File: src/rtl/program_counter_if.sv
// Program counter bus: fetch/execute control inputs and pc/stack status outputs.
// Master drives the control side; slave is the program counter itself.
interface program_counter_if;
    logic [7:0]  programByte;
    logic [3:0]  operand;
    logic        twoByte;
    logic        jumpTaken;
    logic        call;
    logic        ret;
    logic        halt;
    logic [11:0] pc;
    logic        phase;
    logic [2:0]  stackDepth;
    logic        stackErr;

    modport master (
        output programByte,
        output operand,
        output twoByte,
        output jumpTaken,
        output call,
        output ret,
        output halt,
        input  pc,
        input  phase,
        input  stackDepth,
        input  stackErr
    );

    modport slave (
        input  programByte,
        input  operand,
        input  twoByte,
        input  jumpTaken,
        input  call,
        input  ret,
        input  halt,
        output pc,
        output phase,
        output stackDepth,
        output stackErr
    );
endinterface

File: src/rtl/program_counter.sv
// Two-phase (fetch/execute) 12-bit program counter with optional return stack.
// Define PROGRAM_COUNTER_CALL_STACK_EN to build in the 4-entry call/return stack.
module program_counter (
    input  logic             clk,
    input  logic             reset,
    program_counter_if.slave bus
);
    typedef enum logic {
        PH_EXEC  = 1'b0,
        PH_FETCH = 1'b1
    } phase_e;

    phase_e      phase_q;
    phase_e      phase_d;
    logic [11:0] pc_q;
    logic [11:0] pc_d;
    logic [11:0] pc_inc;
    logic [11:0] target;

    assign pc_inc = pc_q + 12'd1;
    assign target = {bus.operand, bus.programByte};

`ifdef PROGRAM_COUNTER_CALL_STACK_EN
    logic [11:0] stk_q [4];
    logic [11:0] stk_d [4];
    logic [2:0]  depth_q;
    logic [2:0]  depth_d;
    logic        err_q;
    logic        err_d;
    logic [1:0]  top_idx;

    // depth 4 wraps the low bits to 0, so top-1 still lands on entry 3
    assign top_idx = depth_q[1:0] - 2'd1;

    always_comb begin
        pc_d    = pc_q;
        phase_d = phase_q;
        stk_d   = stk_q;
        depth_d = depth_q;
        err_d   = err_q;
        unique case (phase_q)
            PH_FETCH: begin
                pc_d    = pc_inc;
                phase_d = PH_EXEC;
            end
            PH_EXEC: begin
                if (!bus.halt) begin
                    phase_d = PH_FETCH;
                    if (bus.ret) begin
                        if (depth_q != 3'd0) begin
                            pc_d    = stk_q[top_idx];
                            depth_d = depth_q - 3'd1;
                        end else begin
                            err_d = 1'b1;
                        end
                    end else if (bus.call && bus.twoByte) begin
                        pc_d = target;
                        if (depth_q == 3'd4) begin
                            for (int i = 0; i < 3; i++) begin
                                stk_d[i] = stk_q[i+1];
                            end
                            stk_d[3] = pc_inc;
                            err_d    = 1'b1;
                        end else begin
                            stk_d[depth_q[1:0]] = pc_inc;
                            depth_d = depth_q + 3'd1;
                        end
                    end else if (bus.jumpTaken && bus.twoByte) begin
                        pc_d = target;
                    end else if (bus.twoByte) begin
                        pc_d = pc_inc;
                    end
                end
            end
            default: begin
                phase_d = PH_FETCH;
            end
        endcase
    end

    always_ff @(posedge clk) begin
        if (reset) begin
            pc_q    <= 12'h000;
            phase_q <= PH_FETCH;
            depth_q <= 3'd0;
            err_q   <= 1'b0;
            for (int i = 0; i < 4; i++) begin
                stk_q[i] <= 12'h000;
            end
        end else begin
            pc_q    <= pc_d;
            phase_q <= phase_d;
            depth_q <= depth_d;
            err_q   <= err_d;
            stk_q   <= stk_d;
        end
    end

    assign bus.stackDepth = depth_q;
    assign bus.stackErr   = err_q;
`else
    // Without a stack, call degenerates to a jump and ret to a no-op
    always_comb begin
        pc_d    = pc_q;
        phase_d = phase_q;
        unique case (phase_q)
            PH_FETCH: begin
                pc_d    = pc_inc;
                phase_d = PH_EXEC;
            end
            PH_EXEC: begin
                if (!bus.halt) begin
                    phase_d = PH_FETCH;
                    if (bus.ret) begin
                        pc_d = pc_q;
                    end else if ((bus.call || bus.jumpTaken) && bus.twoByte) begin
                        pc_d = target;
                    end else if (bus.twoByte) begin
                        pc_d = pc_inc;
                    end
                end
            end
            default: begin
                phase_d = PH_FETCH;
            end
        endcase
    end

    always_ff @(posedge clk) begin
        if (reset) begin
            pc_q    <= 12'h000;
            phase_q <= PH_FETCH;
        end else begin
            pc_q    <= pc_d;
            phase_q <= phase_d;
        end
    end

    assign bus.stackDepth = 3'd0;
    assign bus.stackErr   = 1'b0;
`endif

    assign bus.pc    = pc_q;
    assign bus.phase = phase_q;
endmodule
File: src/flat_wrapper.sv
// flat-port wrapper written by rule: the top's interface ports become plain ports
module program_counter_flat 
  (clk, reset, bus_programByte, bus_operand, bus_twoByte, bus_jumpTaken, bus_call, bus_ret, bus_halt, bus_pc, bus_phase, bus_stackDepth, bus_stackErr);
  program_counter_if bus_i ();
  input  logic clk;
  input  logic reset;
  input wire logic [$bits(bus_i.programByte)-1:0] bus_programByte;
  input wire logic [$bits(bus_i.operand)-1:0] bus_operand;
  input wire logic [$bits(bus_i.twoByte)-1:0] bus_twoByte;
  input wire logic [$bits(bus_i.jumpTaken)-1:0] bus_jumpTaken;
  input wire logic [$bits(bus_i.call)-1:0] bus_call;
  input wire logic [$bits(bus_i.ret)-1:0] bus_ret;
  input wire logic [$bits(bus_i.halt)-1:0] bus_halt;
  output wire logic [$bits(bus_i.pc)-1:0] bus_pc;
  output wire logic [$bits(bus_i.phase)-1:0] bus_phase;
  output wire logic [$bits(bus_i.stackDepth)-1:0] bus_stackDepth;
  output wire logic [$bits(bus_i.stackErr)-1:0] bus_stackErr;
  assign bus_i.programByte = bus_programByte;
  assign bus_i.operand = bus_operand;
  assign bus_i.twoByte = bus_twoByte;
  assign bus_i.jumpTaken = bus_jumpTaken;
  assign bus_i.call = bus_call;
  assign bus_i.ret = bus_ret;
  assign bus_i.halt = bus_halt;
  assign bus_pc = bus_i.pc;
  assign bus_phase = bus_i.phase;
  assign bus_stackDepth = bus_i.stackDepth;
  assign bus_stackErr = bus_i.stackErr;
  program_counter u_core (.clk(clk), .reset(reset), .bus(bus_i));
endmodule
File: config.mk
export PLATFORM = sky130hd
export DESIGN_NAME = program_counter_flat
export DESIGN_NICKNAME = d
export VERILOG_FILES = /design/src/rtl/program_counter_if.sv /design/src/rtl/program_counter.sv /design/src/flat_wrapper.sv
export SDC_FILE = /design/constraint.sdc
export NUM_CORES = 1
export LEC_CHECK = 0
export CORE_ASPECT_RATIO = 0.8
export CORE_MARGIN = 4
export CORE_UTILIZATION = 49
export CTS_BUF_LIST = sky130_fd_sc_hd__clkbuf_4 sky130_fd_sc_hd__clkbuf_8
export CTS_CLUSTER_DIAMETER = 50
export DETAILED_ROUTE_END_ITERATION = 8
export HOLD_SLACK_MARGIN = 0.03
export MAX_ROUTING_LAYER = met4
export PLACE_DENSITY_LB_ADDON = 0.25
export REMOVE_ABC_BUFFERS = 1
export SETUP_SLACK_MARGIN = 0.5
export SLEW_MARGIN = 10
export SYNTH_ARGS = -nofsm -noshare
export SYNTH_HDL_FRONTEND = slang
export SYNTH_SLANG_ARGS = --single-unit
File: constraint.sdc
create_clock -name clk -period 3.4 [get_ports clk]
set_clock_uncertainty 0.1 [all_clocks]
set_input_delay 0.68 -clock clk [delete_from_list [all_inputs] [get_ports clk]]
set_output_delay 0.68 -clock clk [all_outputs]
set_load 0.03 [all_outputs]
==> results summary, run 1 <==
The combinational fraction of design power came out at 0.307. For this design, the CTS-stage hold fixing added 0 buffers. The signal on the critical path passes through clkdlybuf4s50_1 > nor2b_1 > buf_4 > nand2_1 > o22ai_1 > a221oi_2. In the final design database the tool counted 163 nets. The clock-pin slew reported for the worst setup and hold paths after clock tree synthesis came out at around 0.080 ns.

The relative slew slack came out at 0.5242. The number of buffers added by the clock tree synthesis step came out at 3. Dividing the synthesized area by the synthesized cell count gives between 8 and 9 sq um. The number of synthesized flops with an enable pin is 0.

The area of the mapped netlist is around 950 sq um. The number of global-route vias before repair came out at ~970. Max-cap violations in this run came to 0. The starting density of the core came out at 0.5530. After layout, the design draws a total of between 400 and 500 uW. The global-route wire length before repair is roughly 4400 um.

The number of buffers and inverters on the critical path is 2. Internal power comes to between 200 and 300 uW. Of the total power, the share spent switching nets is 0.3334. The worst setup path is launched from a primary input.

The overall fraction of global-route tracks in use is 0.2270. The placement row count is 13. For this design, the sink count on the clock tree is 13. The flip-flop and latch count after synthesis is 13. The count of buffers from port buffering is 31. The most common cell in the synthesized netlist is sky130_fd_sc_hd__dfxtp_1. Dividing total power by cell area gives a power density of about 320 nW/um^2.

Summed over all cells, the static leakage comes to approximately 0.00043 uW. The fraction of layout cells with a size suffix above 1 is 0.1408. Summed over all failing endpoints, the final setup total negative slack is 0 ns. Counting every instance in the synthesized netlist gives approximately 110. The number of antenna violations at the first check in global routing is 0.

The final count of pins violating max slew came out at 0. CTS built an H-tree with a depth of 1. Across the whole layout, storage elements account for 260.3 sq um.

sky130_fd_sc_hd__dfxtp_1 takes more of the synthesized area than any other cell. After routing the design area is 1276 sq um. The final routed wire length divided by cell count came out at between 15 and 20 um. The overall overflow remaining after global route is 0. The number of inserted diodes came out at 0. Routability-driven placement finished with a final weighted congestion of slightly below 0.9.

The core region is around 1700 sq um. The share of synthesized area in the top cell type comes to 0.2730. Counting flops with an async set or reset pin after synthesis yields a share of 0. The minimum period implied by the final worst setup slack came out at 2.307 ns. In this run the worst hold path is classified as flop to flop. The die is 47.46 um tall. The post-cts sizing count is 0.

The tree is rooted in a sky130_fd_sc_hd__clkbuf_4. Setup repair after global routing left no endpoint under its margin. The final hold violation count is 0. The number of buffers between clock root and the deepest sink came out at 2.

The switching power came out at ~140 uW. The largest individual stage delay along the critical path comes from the cell sky130_fd_sc_hd__clkdlybuf4s50_1. The required time reported for the critical path endpoint came out at approximately 3.5 ns. Static timing analysis puts the maximum clock frequency at 433.5 MHz. The sequential fraction of the synthesis area is 0.2730. The number of different library cells in the post-synthesis netlist came out at 48. The detailed router finished its first iteration with 47 violations. Yosys printed 0 warnings. The post-detailed-routing wire length is 2707 um.

The boundary pin count came out at 36. The worst stage delay on the critical path is about 0.5 ns. The post-detailed-route count of antenna-violating nets came out at 0.

The type of destination of the critical path is a flop. After synthesis, the cell types taking the most area are sky130_fd_sc_hd__dfxtp_1 (27%), sky130_fd_sc_hd__a21oi_1 (6.3%), sky130_fd_sc_hd__a221oi_2 (4.7%), sky130_fd_sc_hd__mux2i_1 (4.2%), sky130_fd_sc_hd__nand3_1 (3.1%). STA puts the critical path data arrival time at approximately 2.4 ns. The floorplan die area came out at 2720 sq um. The relative contribution of sequential cells to total power is 0.430. The die span in x came out at ~57 um. The flow ran to the end, and the final reports show no timing, DRC or antenna violations. The residual DRC count is 0. The cell class contributing the biggest share of worst-path delay is buffers and inverters. The number of vias per cell after detailed routing is 6.159.

TritonCTS built the clock tree. Setup violations remaining at the end of the flow were counted as 0. The number of filler instances in the final layout is between 100 and 150. The largest fanout on the critical path came out at 8.

Entering global routing, the biggest net connects 16 pins. The total iterations of the first detailed-routing run came out at 4. The clock latency at the later pin of the worst-skew pair is between 0.2 and 0.3 ns.

The sum of net half-perimeters after detailed placement came out at approximately 2000 um. The share of power burned in the clock network is 0.263. The worst-margin pin slew came out at 0.7115 ns. The post-route fraction of the period consumed by the critical path is 0.6784. The largest vdd supply drop is roughly 0.00026 V. The multi-input combinational cells in the finished layout cover a total of roughly 610 sq um. The number of buffers inserted by post-CTS setup repair came out at 0. The area growth from synthesis to layout is 33.86%. In this run the cell area measured after placement is 1246 sq um. Ranked by instance count, the synthesized netlist is headed by sky130_fd_sc_hd__dfxtp_1 (13), sky130_fd_sc_hd__a21oi_1 (12), sky130_fd_sc_hd__nand2_1 (8), sky130_fd_sc_hd__inv_1 (7), sky130_fd_sc_hd__nand3_1 (6).

The critical path is of the primary input to flop type. The vias after detailed routing is ~1000. The final standard cell utilization of the core is 0.7402. The flip-flop cell with the highest count after synthesis is sky130_fd_sc_hd__dfxtp_1.
final timing paths:
check                           startpoint                        endpoint  slack [ns]  depth (start not counted)
max                            bus_twoByte   u_core.bus.pc[9]$_SDFFE_PP0P_        1.09                          6
min          u_core.bus.pc[9]$_SDFFE_PP0P_   u_core.bus.pc[9]$_SDFFE_PP0P_        0.39                          2
max reg2reg  u_core.bus.pc[0]$_SDFFE_PP0P_  u_core.bus.pc[10]$_SDFFE_PP0P_        1.60                          5
min reg2reg  u_core.bus.pc[9]$_SDFFE_PP0P_   u_core.bus.pc[9]$_SDFFE_PP0P_        0.39                          2
final cells by class:
class                      count  area share
inverter                       7     0.02059
sequential                    13      0.2039
tap                           22     0.02157
timing repair buffer          32      0.2490
clock buffer                   4     0.02353
multi-input combinational     86      0.4814
cell usage in the layout (no fill, tap or decap), types with 2 or more instances in the layout:
| master | instances |
|---|---|
| sky130_fd_sc_hd__a21oi_1 | 12 |
| sky130_fd_sc_hd__a221oi_2 | 3 |
| sky130_fd_sc_hd__and3_1 | 2 |
| sky130_fd_sc_hd__clkbuf_4 | 4 |
| sky130_fd_sc_hd__clkdlybuf4s50_1 | 31 |
| sky130_fd_sc_hd__conb_1 | 4 |
| sky130_fd_sc_hd__dfxtp_1 | 13 |
| sky130_fd_sc_hd__inv_1 | 7 |
| sky130_fd_sc_hd__mux2i_1 | 4 |
| sky130_fd_sc_hd__nand2_1 | 8 |
| sky130_fd_sc_hd__nand2b_1 | 2 |
| sky130_fd_sc_hd__nand3_1 | 6 |
| sky130_fd_sc_hd__nand4_2 | 2 |
| sky130_fd_sc_hd__nor2_1 | 2 |
| sky130_fd_sc_hd__nor3_1 | 3 |
| sky130_fd_sc_hd__nor4_1 | 2 |
| sky130_fd_sc_hd__o21ai_1 | 2 |
| sky130_fd_sc_hd__o22ai_1 | 2 |
| sky130_fd_sc_hd__o32ai_1 | 3 |
| sky130_fd_sc_hd__or2_1 | 3 |
routing by layer:
layer / track usage / share of wire
met1: 0.2626 / 0.42
met2: 0.3599 / 0.45
met3: 0.07278 / 0.10
met4: 0.1204 / 0.028
met5: - / 0
worst reg2reg max path: cells and delay by family (launching register included):
kind                       cells  cell delay [ns]
DFF                            1             0.44
and+or+nand+nor                2             0.52
adders and majority gates      1             0.28
muxes                          1             0.26
AOI/OAI and AO/OA              1             0.07
power groups by stage:
stage,Combinational (uW),Clock [uW],Sequential [uW]
after floorplan,51.0,0,194
after global placement,121,0,178
after detailed placement,123,0,178
after CTS,124,109,174
after global routing,132,113,176
final,124,107,175
flip-flops by register name, summed over array words and instances, names as in the netlist:
name / flops
u_core.bus.pc: 12
u_core.bus.phase: 1
logic make-up (layout without fill, tap and decap cells):
logic type | after synthesis | count (layout) | share of synthesized area
buf+inv | 15 | 43 | 0.09449
mux | 4 | 4 | 0.04200
fa+ha+maj | 1 | 1 | 0.01312
flops | 13 | 13 | 0.2730
other cells | 1 | 4 | 0.003933
compound gates | 37 | 37 | 0.3110
simple gates | 40 | 40 | 0.2625
through the flow:
step	setup WS (ns)	hold WS, ns	instances
global placement	0.9310	0.3762	160
global route	1.023	0.4184	164
finish	1.093	0.3934	164
floorplan	1.494	0.5008	106
CTS	1.136	0.3954	164
detailed placement	0.8589	0.3834	160
Power figures use the tool's default switching activity.
==> inputs of run 2 (changes only) <==
Settings changed: CORE_UTILIZATION 49 to 45.
Clock period 3.4 ns to 2.2 ns, I/O delays scaled along.
==> run 2 against run 1 <==
Effect of this change: via count rose by 5.7%; utilization shrank 1.8 points; final area increased by 10%; sequential share of layout area shrank 1.7 points; clock power increased by 57%; sequential power is 55% higher; first-iteration DRC count down 21%; critical path depth shrank 1; sequential cell count unchanged; non-clock buffer count is 13 higher; cell count is 9.1% higher.
==> results summary, run 2 (synthesis gave the netlist of run 1 again) <==
The number of buffers between clock root and the deepest sink came out at 2. The slowest stage of the critical path is the sky130_fd_sc_hd__dfxtp_2 cell. The number of buffers added by the clock tree synthesis step is 3. The number of max-cap violations is 0. In the routed design, unresolved DRC markers number 0. From synthesis to final layout, the design area changed by 47.24%. The startpoint of the worst hold path is u_core.bus.pc[9]$_SDFFE_PP0P_. The worst stage delay on the critical path is roughly 0.40 ns. The sum of net half-perimeters after detailed placement is around 2000 um. In the final timing run, aggregate negative setup slack is 0 ns. The final hold violation count is 0. The power density over the cells came out at 465.0 nW/um^2. The boundary pin count is 36. The overall power consumption came out at about 650 uW. The final routed wire length divided by cell count is between 15 and 20 um. For this block, the initial DRC count from the detailed router was 37. Leaving out fill and tap cells, the most frequent cell in the layout is sky130_fd_sc_hd__clkdlybuf4s50_1. The floorplan die area came out at a little under 3000 sq um.

The clock latency at the later pin of the worst-skew pair came out at between 0.2 and 0.3 ns. The setup-violating endpoint count in the final report came out at 0. The number of cells traversed by the worst register-to-register path is 5.

The core region is 1944 sq um. The worst flop-to-flop path startpoint is u_core.bus.pc[0]$_SDFFE_PP0P_. Along the worst path, the maximum fanout reaches 6.

The required time reported for the critical path endpoint came out at roughly 2.3 ns. The die span in x is roughly 60 um. The clock-pin slew reported for the worst setup and hold paths after clock tree synthesis came out at 0.09 ns.

The number of filler instances in the final layout is between 150 and 200. The number of levels the H-tree was split into is 1. The relative slew slack is 0.6366. Setup repair after global routing could not meet its margin everywhere. STA classifies the critical path endpoint as a flop.

The multi-input combinational cells in the finished layout cover a total of approximately 640 sq um. The largest vdd supply drop came out at roughly 0.00041 V. The flow ran to the end, and the final reports show no timing, DRC or antenna violations. The endpoint identified for the worst register-to-register timing path is u_core.bus.pc[8]$_SDFFE_PP0P_. Dividing the final minimum period by the clock period gives 0.7767.

The final count of pins violating max slew was 0. The post-detailed-route count of antenna-violating nets came out at 0. For this run, the total global-route usage over all layers was measured as 0.2112. The cell family contributing the most delay on the critical path is simple AND/OR/NAND/NOR gates. The sequential cell area is 262.8 sq um. The top cell types in the final layout, fill and taps aside, are sky130_fd_sc_hd__clkdlybuf4s50_1 (13), sky130_fd_sc_hd__a21oi_1 (12), sky130_fd_sc_hd__buf_4 (11), sky130_fd_sc_hd__dfxtp_1 (11), sky130_fd_sc_hd__dlygate4sd2_1 (10). The final layout net count came out at 176. The worst setup path is launched from a flop. The endpoint with the worst hold slack is u_core.bus.pc[9]$_SDFFE_PP0P_. The number of antenna violations at the first check in global routing came to 0.

Clock tree synthesis selected as its root buffer the cell sky130_fd_sc_hd__clkbuf_4. The leakage component of the power came out at about 0.00056 uW. The arrival time at the worst endpoint came out at 1.80 ns.

Traced cell by cell, the critical path runs through ha_2 > nand4_2 > o32ai_2 > a21oi_1 > nor4_1. Together, buffers and inverters on the worst path number 0. For the pin with the worst max-slew slack, the measured transition is roughly 0.54 ns. The count of buffers from port buffering came out at 31. The classification of the worst-slack hold path is flop to flop.

The register with the most flip-flops in the layout has 12 of them. The congestion estimate from routability-driven global placement came to approximately 0.86. Dividing the detail-routed via count by the number of cells gives around 6.0. The number of global-route vias before repair is between 1000 and 1500. The overall overflow remaining after global route came out at 0. The flop-to-flop setup slack is a little under 0.5 ns.

The fraction of layout cells with a size suffix above 1 came out at 0.2839. The clock drives 13 sinks. The global-route wire length before repair came out at between 4000 and 5000 um. TritonCTS built the clock tree. The worst setup path is of the flop to flop kind. The vias after detailed routing is between 1000 and 1500. The placement row count is 14. The minimum period implied by the final worst setup slack is about 1.7 ns. The largest net degree at the start of global routing is 11.

The number of cells traversed by the worst hold path is 2. Based on the critical path, the design can be clocked at up to approximately 600 MHz. The total iterations of the first detailed-routing run came out at 4. The starting density of the core is 0.4903. The number of inserted diodes came out at 0. The die is approximately 50 um tall. The post-detailed-routing wire length came out at 2843 um.
## run 2: layout make-up
cell class              instances  share of cell area
inverters                       7             0.01872
clock buffers                   4             0.02139
multi-input cells              86              0.4572
flip-flops and latches         13              0.1872
repair buffers                 45              0.2941
well taps                      24             0.02139
## run 2: worst max-delay path by stage
stage | slack [ns] | end | startpoint | cells past startpoint
2_1_floorplan | 0.42 | u_core.bus.pc[8]$_SDFFE_PP0P_ | u_core.bus.pc[1]$_SDFFE_PP0P_ | 5
6_report | 0.49 | u_core.bus.pc[8]$_SDFFE_PP0P_ | u_core.bus.pc[0]$_SDFFE_PP0P_ | 5
3_3_place_gp | 0.09 | u_core.bus.pc[8]$_SDFFE_PP0P_ | bus_twoByte | 5
5_1_grt | 0.44 | u_core.bus.pc[8]$_SDFFE_PP0P_ | u_core.bus.pc[0]$_SDFFE_PP0P_ | 5
4_1_cts | 0.46 | bus_phase | u_core.bus.phase$_SDFF_PP1_ | 1
3_5_place_dp | 0.07 | u_core.bus.pc[4]$_SDFFE_PP0P_ | bus_twoByte | 5
## run 2: timing repair
item / in CTS / in global routing
endpoints found under the hold margin: 0 / 0
pin swaps: 4 / 2
hold buffers: 0 / 0
setup buffers: 10 / 0
gates resized for setup: 29 / 8
gates cloned: 0 / 0
endpoints found under the setup margin: 24 / 8
## run 2: routing by layer
metal | GRT usage | vias to the layer above | wire (um) | part of all wire
met4 | 0.07925 | 0 | 59 | 0.021
met2 | 0.3073 | 43 | 1325 | 0.47
met3 | 0.05820 | 10 | 203 | 0.071
met1 | 0.2740 | 509 | 1254 | 0.44
li1 | - | 506 | - | -
met5 | - | - | 0 | 0
## run 2: stage by stage
stage / worst slack [ns] / cells / util / hold WS [ns] / cell area, sq um
floorplan: 0.4218 / 106 / - / 0.4046 / 900.9
global placement: 0.09318 / 165 / 0.6602 / 0.3772 / 1284
detailed placement: 0.07255 / 165 / 0.6602 / 0.3846 / 1284
CTS: 0.4626 / 179 / 0.7201 / 0.3973 / 1400
global route: 0.4421 / 179 / 0.7220 / 0.4031 / 1404
finish: 0.4913 / 179 / 0.7220 / 0.3941 / 1404
## run 2: worst reg2reg max path, stage by stage, from the launching register on
cell	delay [ns]
sky130_fd_sc_hd__dfxtp_2	0.40
sky130_fd_sc_hd__ha_2	0.24
sky130_fd_sc_hd__nand4_2	0.20
sky130_fd_sc_hd__o32ai_2	0.30
sky130_fd_sc_hd__a21oi_1	0.10
sky130_fd_sc_hd__nor4_1	0.28
## run 2: power breakdown
group	switching, uW	internal (uW)	total [uW]
Combinational	115	98.5	214
Clock	84.7	83.0	168
Sequential	20.7	251	271
Total	221	432	653
==> inputs of run 3 (changes only) <==
Clock period 2.2 ns to 1.75 ns, I/O delays scaled along.
==> run 3 against run 2 <==
Effect of this change: synthesized cell count unchanged; the run now fails in 5_1_grt; synthesized area unchanged.
==> results summary, run 3 <==
The kind of pin the worst path terminates on is a sequential cell input. After synthesis, the largest family of logic cells by area is compound AO/OA/AOI/OAI gates. The sum of net half-perimeters after detailed placement is 2299 um. The synthesized netlist cell count came out at 111. The mean cell area of the mapped netlist came out at between 8 and 9 sq um. The placer congestion estimate is slightly below 0.9. The flow did not finish. The count of yosys warnings during synthesis is 0.

CTS placed an instance of sky130_fd_sc_hd__clkbuf_4 at the clock tree root. The area of the mapped netlist is roughly 950 sq um. Entering global routing, the biggest net connects 8 pins. The flow stopped in 5_1_grt. The share of synthesized area in the top cell type comes to 0.2730. The share of flip-flops with an asynchronous set or reset is 0. Among all cell types in the netlist, the one instantiated most often is sky130_fd_sc_hd__dfxtp_1. The vertical die dimension came out at between 40 and 50 um. The multiplexer fraction of the synthesized cell area came out at 0.04199. The placement-stage worst setup slack is -0.2801 ns. The commonest cells after synthesis are sky130_fd_sc_hd__dfxtp_1 (13), sky130_fd_sc_hd__a21oi_1 (12), sky130_fd_sc_hd__nand2_1 (8), sky130_fd_sc_hd__inv_1 (7), sky130_fd_sc_hd__nand3_1 (6).

In this run the count of I/O pins placed on the die edge is 36. After global-route timing repair, the worst endpoint was u_core.bus.pc[4]$_SDFFE_PP0P_/D. In this run, distinct cell masters in the synthesized netlist total 48.

The sequential fraction of the synthesis area is 0.2730. The simple-gate share of the synthesized area came out at 0.2625. The dominant cell type by area after synthesis is sky130_fd_sc_hd__dfxtp_1. The fraction of the mapped netlist area in compound gates is 0.3110. The count of buffers from port buffering came out at 31. The xor and xnor fraction of the mapped netlist area came out at 0. The number of clock sinks seen by CTS came out at 13. After synthesis, the cell types taking the most area are sky130_fd_sc_hd__dfxtp_1 (27%), sky130_fd_sc_hd__a21oi_1 (6.3%), sky130_fd_sc_hd__a221oi_2 (4.7%), sky130_fd_sc_hd__mux2i_1 (4.2%), sky130_fd_sc_hd__nand3_1 (3.1%).

In this run the number of H-tree levels came out at 1. The number of synthesized flops with an enable pin came out at 0. The flip-flop cell with the highest count after synthesis is sky130_fd_sc_hd__dfxtp_1. The post-place instance area is between 1000 and 1500 sq um. The number of buffers between clock root and the deepest sink is 2. The flip-flop and latch count after synthesis came out at 13.

The die span in x came out at 59.46 um. The number of buffers added by the clock tree synthesis step is 3. Of the total synthesized cell area, the portion taken by full adders, half adders and majority gates is 0.01312.

The tool reported: "[ERROR DPL-0038] Utilization greater than 100%, impossible to legalize". The placement row count is 14. The starting density of the core came out at 0.4903.
-- run 3: cell counts after synthesis --
Identical to the previous run, type by type.
-- run 3: cell families after synthesis --
logic type,count (synthesis)
adders and majority gates,1
muxes,4
AOI/OAI and AO/OA,37
other,1
buffers and inverters,15
and+or+nand+nor,40
DFF,13
-- run 3: stage by stage --
stage                     cells  TNS (ns)
after CTS                   198         0
after detailed placement    184    -2.643
after global placement      184    -1.957
after floorplan             106  -0.05405
-- run 3: timing repair --
action                                  4_1_cts
resized for setup                           158
pin swaps                                    21
setup buffers                                 8
cloned                                        2
hold buffers                                  0
endpoints found under the setup margin       25
hold endpoints to repair                      0
==> inputs of run 4 (changes only) <==
Settings changed: CORE_AREA from default to 4 4 65 67, CORE_ASPECT_RATIO 0.8 to default, CORE_MARGIN 4 to default, CORE_UTILIZATION 45 to default, CTS_BUF_LIST sky130_fd_sc_hd__clkbuf_4 sky130_fd_sc_hd__clkbuf_8 to default, CTS_CLUSTER_DIAMETER 50 to default, DIE_AREA from default to 0 0 69 71, HOLD_SLACK_MARGIN 0.03 to default, MAX_ROUTING_LAYER met4 to default, PLACE_DENSITY_LB_ADDON 0.25 to 0.15, SETUP_SLACK_MARGIN 0.5 to default.
==> run 4 against run 3 <==
Effect of this change: the flow now finishes without violations.
==> results summary, run 4 (synthesis gave the netlist of run 1 again) <==
The final hold violation count is 0. In the global route stage, met3 resource usage came out at 0.03267. The largest fanout on the critical path came out at 3. The first routing iteration left 36 violations. The number of clock sinks seen by CTS came out at 13. In the global route stage, met1 resource usage came out at 0.1507.

The power density over the cells is 581.8 nW/um^2. The critical path goes through clkdlybuf4s50_1 > or3b_4 > buf_4 > a21oi_1 > mux2i_1 > o31ai_2. The worst setup path is launched from a primary input. The clock tree from TritonCTS is done.

The vias after detailed routing is between 1000 and 1500. The total non-filler cell area in the finished layout came out at between 1500 and 2000 sq um. The sum of net half-perimeters after detailed placement came out at 2262 um. The sequential cells in the finished layout cover a total of around 260 sq um. The final count of pins violating max slew is 0. The largest vdd supply drop came out at approximately 0.00048 V. Clock-pin slew was measured on the worst setup and hold paths at roughly 0.06 ns. The flop-to-flop setup slack is between 0.15 and 0.2 ns.

The number of antenna violations at the first check in global routing came to 0. The number of cells traversed by the worst hold path came out at 3. Grouping stages by cell kind, the critical path spends the most delay in buffers and inverters.

For met2 alone, demand over resource in global routing was 0.2076. The root buffer cell chosen for the clock tree is sky130_fd_sc_hd__clkbuf_8. Together, buffers and inverters on the worst path number 2. The number of flip-flops under the largest register name came out at 12.

The total iterations of the first detailed-routing run came out at 4. In this run the remaining antenna-violating nets after routing total 0. The residual DRC count is 0. The multi-input combinational cells in the finished layout cover a total of 653.1 sq um. The worst setup path is of the primary input to flop kind. The number of filler instances in the final layout came out at 385.

The leakage component of the power came out at 0.0006624 uW. Compared with the post-synthesis result, the final layout area differs by 65.49%. The placement row count is 22. The clock latency at the later pin of the worst-skew pair is roughly 0.24 ns.

The library cell used most frequently in the layout, excluding fill and tap cells, is sky130_fd_sc_hd__buf_4. The post-cts hold buffer count is 0. The tool flagged a number of max-cap violations equal to 0.

The tightest min-delay check is of the primary input to flop type. The least setup slack across all paths after layout came out at around 0.056 ns. The setup TNS after final layout is 0 ns. The layer carrying the most global-route usage is met2. The number of cells traversed by the worst register-to-register path is 5.

TritonCTS created 3 clock buffers. The count of buffers from port buffering came out at 31. The run finished with clean final reports.

Data arrives at the worst endpoint at 1.76 ns. The minimum period implied by the final worst setup slack came out at 1.694 ns. The number of buffers between clock root and the deepest sink came out at 2. The fraction of layout cells with a size suffix above 1 is 0.3036. The overall overflow remaining after global route is 0. The number of global-route vias before repair is 1082. The vertical die dimension is about 71 um. Dividing the final minimum period by the clock period gives 0.9680. The die span in x came out at ~70 um. The final routed wire length divided by cell count came out at about 14 um. The critical path depth came out at 6. In the routed layout, each cell is associated on average with a via count of a little under 5. The floorplan die area came out at roughly 4900 sq um.

For this run, the total global-route usage over all layers was measured as 0.1230. In this run the number of H-tree levels came out at 1. The starting density of the core came out at 0.2624. Static timing analysis puts the maximum clock frequency at 590.3 MHz. In this design, the stage delay of the slowest critical-path cell is 0.43 ns. Leaving out fill and tap cells, the most frequent cells in the layout are sky130_fd_sc_hd__buf_4 (25), sky130_fd_sc_hd__clkdlybuf4s50_1 (17), sky130_fd_sc_hd__a21oi_1 (12), sky130_fd_sc_hd__dfxtp_1 (12), sky130_fd_sc_hd__dlygate4sd2_1 (11). Entering global routing, the biggest net connects 16 pins.

The placement-stage worst setup slack is -0.2978 ns. The worst setup path is captured at a flop. The boundary pin count is 36. Data on the critical path is required at its endpoint by 1.81 ns.

At the end of routability-driven placement, the weighted congestion stood at ~0.78. The cell with the biggest individual delay on the critical path is sky130_fd_sc_hd__or3b_4. The post-detailed-routing wire length is about 3000 um. The setup-violating endpoint count in the final report is 0. Setup repair after global routing left no endpoint under its margin.

The post-place instance area is between 1000 and 1500 sq um. After floorplanning, the core was sized to cover around 3600 sq um. After the last flow step, the layout net total stands at 189. The first global-routing pass estimated slightly below 5000 um of wire. The number of inserted diodes is 0.
run 4: final timing paths:
check,endpoint,from
hold / removal,u_core.bus.phase$_SDFF_PP1_,bus_halt
setup reg to reg,u_core.bus.pc[10]$_SDFFE_PP0P_,u_core.bus.pc[0]$_SDFFE_PP0P_
setup / recovery,u_core.bus.pc[10]$_SDFFE_PP0P_,bus_ret
hold reg to reg,u_core.bus.pc[9]$_SDFFE_PP0P_,u_core.bus.pc[9]$_SDFFE_PP0P_
run 4: repair_timing:
item / CTS / global route
gates cloned: 0 / 0
buffers inserted: 1 / 4
setup endpoints to repair: 13 / 11
pin swaps: 2 / 3
resized for setup: 12 / 12
run 4: layout make-up:
type,instances,share of cell area
multi-input cells,86,0.4140
repair buffers,58,0.3370
flip-flops and latches,13,0.1657
well taps,48,0.03807
clock buffers,4,0.02855
inverters,7,0.01665
run 4: worst register-to-register path: stages, from the launching register on:
cell and delay (ns):
sky130_fd_sc_hd__dfxtp_2 0.37, sky130_fd_sc_hd__ha_1 0.23, sky130_fd_sc_hd__nand4_4 0.15, sky130_fd_sc_hd__nor3_1 0.30
sky130_fd_sc_hd__mux2i_1 0.25, sky130_fd_sc_hd__o31ai_2 0.07
run 4: stage by stage:
stage | hold slack [ns] | total power (uW) | util | std cells
after floorplan | 0.3146 | 476.2 | - | 106
after global placement | 0.3783 | 634.2 | 0.3988 | 207
after detailed placement | 0.3817 | 636.1 | 0.3988 | 207
after CTS | 0.3932 | 915.5 | 0.4153 | 212
after global routing | 0.3863 | 969.5 | 0.4342 | 216
final | 0.3513 | 917.9 | 0.4342 | 216
run 4: power by group:
group / total [uW] / switching [uW] / internal (uW)
Clock: 274 / 113 / 161
Sequential: 335 / 20.3 / 315
Combinational: 308 / 156 / 152
Total: 918 / 290 / 628
run 4: routing by layer:
metal | share of wire | vias up
li1 | - | 528
met1 | 0.46 | 490
met2 | 0.49 | 25
met3 | 0.042 | 4
met4 | 0.013 | 0
met5 | 0 | -
